### src/rtl/gpu_cmd_queue.sv
// Command FIFO and one-at-a-time issue sequencer between the CPU and the rasterizer.
// Optional frame-synchronised fence entries are enabled by defining GPU_CMD_QUEUE_FENCE_EN.

package common;
    typedef enum logic [2:0] {
        RC_NOP   = 3'd0,
        RC_PIXEL = 3'd1,
        RC_LINE  = 3'd2,
        RC_RECT  = 3'd3,
        RC_FILL  = 3'd4,
        RC_CLEAR = 3'd5
    } raster_command_t;
endpackage

module gpu_cmd_queue #(
    parameter int unsigned DEPTH = 8,
    parameter int unsigned CW    = $bits(common::raster_command_t)
) (
    input  logic                    clk,
    input  logic                    rst_async,
`ifdef GPU_CMD_QUEUE_FENCE_EN
    input  logic                    push_fence,
    input  logic                    frame_start,
`endif
    input  logic                    push,
    input  logic [CW-1:0]           cmd_in,
    input  logic [7:0]              x0_in,
    input  logic [7:0]              y0_in,
    input  logic [7:0]              x1_in,
    input  logic [7:0]              y1_in,
    input  logic [2:0]              colour_in,
    output logic                    full,
    output logic                    empty,
    output logic [$clog2(DEPTH):0]  count,
    output logic                    overflow,
    output logic                    idle,
    output logic [CW-1:0]           gpu_command,
    output logic [7:0]              gpu_x0,
    output logic [7:0]              gpu_y0,
    output logic [7:0]              gpu_x1,
    output logic [7:0]              gpu_y1,
    output logic [2:0]              gpu_colour,
    output logic                    gpu_execute_request,
    input  logic                    gpu_busy
);

    localparam int unsigned AW = $clog2(DEPTH);
    localparam int unsigned NW = AW + 1;

    typedef struct packed {
`ifdef GPU_CMD_QUEUE_FENCE_EN
        logic          fence;
`endif
        logic [CW-1:0] cmd;
        logic [7:0]    x0;
        logic [7:0]    y0;
        logic [7:0]    x1;
        logic [7:0]    y1;
        logic [2:0]    colour;
    } entry_t;

    typedef enum logic [2:0] {
        S_IDLE   = 3'd0,
        S_ISSUE  = 3'd1,
        S_SETTLE = 3'd2,
`ifdef GPU_CMD_QUEUE_FENCE_EN
        S_FENCE  = 3'd4,
`endif
        S_WAIT   = 3'd3
    } state_t;

    state_t        state;
    entry_t        mem [DEPTH];
    entry_t        wr_entry;
    entry_t        head;
    logic [AW-1:0] wr_ptr;
    logic [AW-1:0] rd_ptr;
    logic [NW-1:0] count_nxt;
    logic          push_ok;
    logic          pop;

    assign push_ok = push && !full;
    assign pop     = (state == S_IDLE) && !empty;
    assign head    = mem[rd_ptr];
    assign idle    = (state == S_IDLE) && empty;

    always_comb begin
        wr_entry        = '0;
`ifdef GPU_CMD_QUEUE_FENCE_EN
        wr_entry.fence  = push_fence;
`endif
        wr_entry.cmd    = cmd_in;
        wr_entry.x0     = x0_in;
        wr_entry.y0     = y0_in;
        wr_entry.x1     = x1_in;
        wr_entry.y1     = y1_in;
        wr_entry.colour = colour_in;
    end

    // Occupancy after this edge; a push and a pop together leave it unchanged.
    always_comb begin
        count_nxt = count;
        if (push_ok && !pop) begin
            count_nxt = count + NW'(1);
        end else if (!push_ok && pop) begin
            count_nxt = count - NW'(1);
        end
    end

    always_ff @(posedge clk or posedge rst_async) begin
        if (rst_async) begin
            wr_ptr   <= '0;
            rd_ptr   <= '0;
            count    <= '0;
            full     <= 1'b0;
            empty    <= 1'b1;
            overflow <= 1'b0;
        end else begin
            if (push_ok) begin
                wr_ptr <= wr_ptr + AW'(1);
            end
            if (pop) begin
                rd_ptr <= rd_ptr + AW'(1);
            end
            if (push && full) begin
                overflow <= 1'b1;
            end
            count <= count_nxt;
            full  <= (count_nxt == NW'(DEPTH));
            empty <= (count_nxt == '0);
        end
    end

    // Storage needs no reset: pointers and count define what is valid.
    always_ff @(posedge clk) begin
        if (push_ok) begin
            mem[wr_ptr] <= wr_entry;
        end
    end

    always_ff @(posedge clk or posedge rst_async) begin
        if (rst_async) begin
            state               <= S_IDLE;
            gpu_execute_request <= 1'b0;
            gpu_command         <= '0;
            gpu_x0              <= '0;
            gpu_y0              <= '0;
            gpu_x1              <= '0;
            gpu_y1              <= '0;
            gpu_colour          <= '0;
        end else begin
            gpu_execute_request <= 1'b0;
            case (state)
                S_IDLE: begin
                    if (pop) begin
`ifdef GPU_CMD_QUEUE_FENCE_EN
                        if (head.fence) begin
                            state <= S_FENCE;
                        end else
`endif
                        begin
                            gpu_command         <= head.cmd;
                            gpu_x0              <= head.x0;
                            gpu_y0              <= head.y0;
                            gpu_x1              <= head.x1;
                            gpu_y1              <= head.y1;
                            gpu_colour          <= head.colour;
                            gpu_execute_request <= 1'b1;
                            state               <= S_ISSUE;
                        end
                    end
                end
                S_ISSUE:  state <= S_SETTLE;
                // Busy is not trusted yet: the rasterizer is still raising it.
                S_SETTLE: state <= S_WAIT;
                S_WAIT: begin
                    if (!gpu_busy) begin
                        state <= S_IDLE;
                    end
                end
`ifdef GPU_CMD_QUEUE_FENCE_EN
                S_FENCE: begin
                    if (frame_start) begin
                        state <= S_IDLE;
                    end
                end
`endif
                default: state <= S_IDLE;
            endcase
        end
    end

endmodule
### config.mk
export PLATFORM = sky130hd
export DESIGN_NAME = gpu_cmd_queue
export DESIGN_NICKNAME = d
export VERILOG_FILES = /design/src/rtl/gpu_cmd_queue.sv
export SDC_FILE = /design/constraint.sdc
export NUM_CORES = 1
export LEC_CHECK = 0
export CAP_MARGIN = 20
export CORE_MARGIN = 5
export CORE_UTILIZATION = 54
export DETAILED_ROUTE_END_ITERATION = 8
export PLACE_DENSITY = 0.74
export SYNTH_ARGS = -nofsm -noshare
export SYNTH_HDL_FRONTEND = slang
export SYNTH_SLANG_ARGS = --single-unit
export TNS_END_PERCENT = 10
### constraint.sdc
create_clock -name clk -period 5.4 [get_ports clk]
set_input_delay 1.08 -clock clk [delete_from_list [all_inputs] [get_ports clk]]
set_output_delay 1.08 -clock clk [all_outputs]
set_load 0.01 [all_outputs]
==> qor.yml <==
outcome:
  status: "finished, final reports clean"
setup_path:
  r2r_end: "mem[3][7]"
  cp-end-kind: "flip-flop"
  path_max_fanout: 26
  worstSetupPathType: "primary input to flip-flop"
  ff2ff_setup_slack_ns: 2.54
  r2r-start: "full"
  reg2regPathDepth: 4
  required_ns: 5.60
  worstPathArrival_ns: 3.75
  start_kind: "primary input"
cells_and_area:
  layout_common_cells: "edfxtp_1, clkdlybuf4s50_1, mux4_2, nand2_1, dfrtp_1"
  drive_gt1_frac: 0.206
  final_common_cell: "edfxtp_1"
  multiInputGateArea_um2: 2950
  regArea_um2: 10500
  final_nets: 814
  diodes: 0
  fillers: 1686
  area_growth_pct: 18.6
timing:
  setup_viol: 0
  maxClockFrequency_mhz: 282
  fin_crit_sh: 0.657
  tightest_slew_ns: 1.02
  maxSlewHeadroom: 0.321
  slew_violations: 0
  skew_ns: 0.0144
  timing_hold_violations_final: 0
  rsz0062_at_grt: "no"
  post-route-min-period_ns: 3.55
  fin_setup_tns_ns: 0
  fin_worst_hold_slack_ns: 0.463
clock_tree:
  clk_latency_ns: 0.51
  cts_resized: 0
  cts_root_buf: "clkbuf_16"
  hold_buffers: 0
  clk_pin_slew_worst_paths_ns: 0.06
  cts_setup_buffers: 0
  cts_max_path_buffers: 3
  clkSinkCount: 358
  htree_levels: 2
  cts_buffers: 37
  cts_tree: "yes"
yosys:
  async_reset_ff_frac: 0.151
  synthFlopType: "edfxtp_1"
  synth_top_area_share: 0.673
  syn_nets: 707
  postSynthCellCount: 658
  yosys_warnings: 0
  syn_area_um2: 13600
  synth.area.top_cells: "edfxtp_1, mux4_2, dfrtp_1, mux2i_1, o21ai_0"
  yosysSeqAreaShare: 0.773
  ys_types: 35
  synth-seq-cells: 358
  syn_area_per_cell_um2: 20.6
  synth_edf_count: 304
  synth_top_cell_by_area: "edfxtp_1"
routing:
  num_vias: 6454
  routed_wl_um: 25500
  postRouteAntennaNets: 0
  drt-wirelength-per-cell_um: 22.7
  drt-initial-drc-count: 561
  drcViolationCount: 0
  firstDrtPassIters: 5
  via_per_inst: 5.75
pwr:
  total_power_mw: 8.86
  irDropWorstVdd_mv: 0.481
  p_per_area_nw_per_um2: 551
  p_leak_nw: 5.43
grt:
  grt_pass1_wl_um: 40700
  antenna_found_initial: 0
  grt_pass1_vias: 6943
  grt_max_degree: 83
  grtUsageTotal: 0.185
  globalRoute.totalOverflow: 0
hold_path:
  hp-start: "overflow"
  whs_path_depth: 1
  hp-class: "flip-flop to flip-flop"
  holdPathEnd: "overflow"
floorplanning:
  dieArea_um2: 28400
  start_util: 0.543
  fp.dieH_um: 168
  rows: 58
  die_w_um: 168
  core_um2: 25000
  ios: 89
flow_run:
  maxCapViolCount: 0
place:
  gp_congestion: 0.758
  portBuffers: 88
  dp_hpwl_um: 14800
## through the flow
step | util | instances | setup WS (ns) | cell area (um^2)
after floorplan | - | 658 | 0.837 | 13600
after global placement | 0.594 | 1053 | 1.47 | 14800
after detailed placement | 0.597 | 1056 | 1.30 | 14900
after CTS | 0.644 | 1123 | 1.81 | 16100
after global routing | 0.644 | 1123 | 1.66 | 16100
final | 0.644 | 1123 | 1.85 | 16100
## area by class of cell
class / count / share of cell area
Clock buffer: 47 / 0.0612
Clock inverter: 20 / 0.0125
Inverter: 6 / 0.00156
Multi-Input combinational cell: 261 / 0.183
Sequential cell: 358 / 0.653
Tap cell: 330 / 0.0257
Timing Repair Buffer: 101 / 0.0632
## power by group
part	leakage [nW]	internal [mW]	total (mW)	switching [mW]
logic	1.46	1.23	2.40	1.16
registers	3.41	3.59	4.01	0.414
clock network	0.558	1.44	2.45	1.01
total	5.43	6.27	8.86	2.59
## per-layer routing
metal | vias up | part of all wire | wire length, um | GRT usage
met5 | - | 0 | 0 | 0
met4 | 0 | 0.014 | 365 | 0.0371
met3 | 33 | 0.050 | 1280 | 0.0336
met2 | 184 | 0.51 | 12900 | 0.308
met1 | 3378 | 0.43 | 10900 | 0.265
li1 | 2859 | - | - | -
## worst max-delay path by stage
stage	cells after the start	startpoint	slack (ns)	end
3_3_place_gp	5	push	1.47	mem[3][11]
2_1_floorplan	4	push	0.84	mem[0][0]
5_1_grt	5	push	1.66	mem[3][11]
3_5_place_dp	5	push	1.30	mem[3][10]
6_report	5	push	1.85	mem[3][7]
4_1_cts	5	push	1.81	mem[3][7]
## critical path, stage by stage
cell	delay, ns
clkdlybuf4s50_1	0.50
nor2b_1	0.54
nand2_1	0.37
nor2_4	0.87
buf_4	0.38
## flip-flops by register name (all words and copies together) (netlist names), 4 cells and up
| signal | count |
|---|---|
| count | 4 |
| gpu_x0 | 8 |
| gpu_x1 | 8 |
| gpu_y0 | 8 |
| gpu_y1 | 8 |
| mem | 304 |
## synthesized netlist by cell type (2+ instances only)
cell,number
o21ai_0,41
clkbuf_1,8
and2_1,2
mux4_2,76
buf_2,21
mux2i_1,38
edfxtp_1,304
nand2b_1,5
a21oi_1,2
inv_1,5
nor2_1,11
dfrtp_1,53
a211oi_1,2
nor3_1,5
and3_4,2
xnor2_1,5
ha_1,7
buf_6,2
nand2_1,53
## cell families after synthesis
group | synth area share
compound gates | 0.0209
xor+xnor | 0.00323
fa+ha+maj | 0.00646
buf+inv | 0.0144
flops | 0.773
mux | 0.154
simple gates | 0.0277
(Power assumes the default switching activity.)
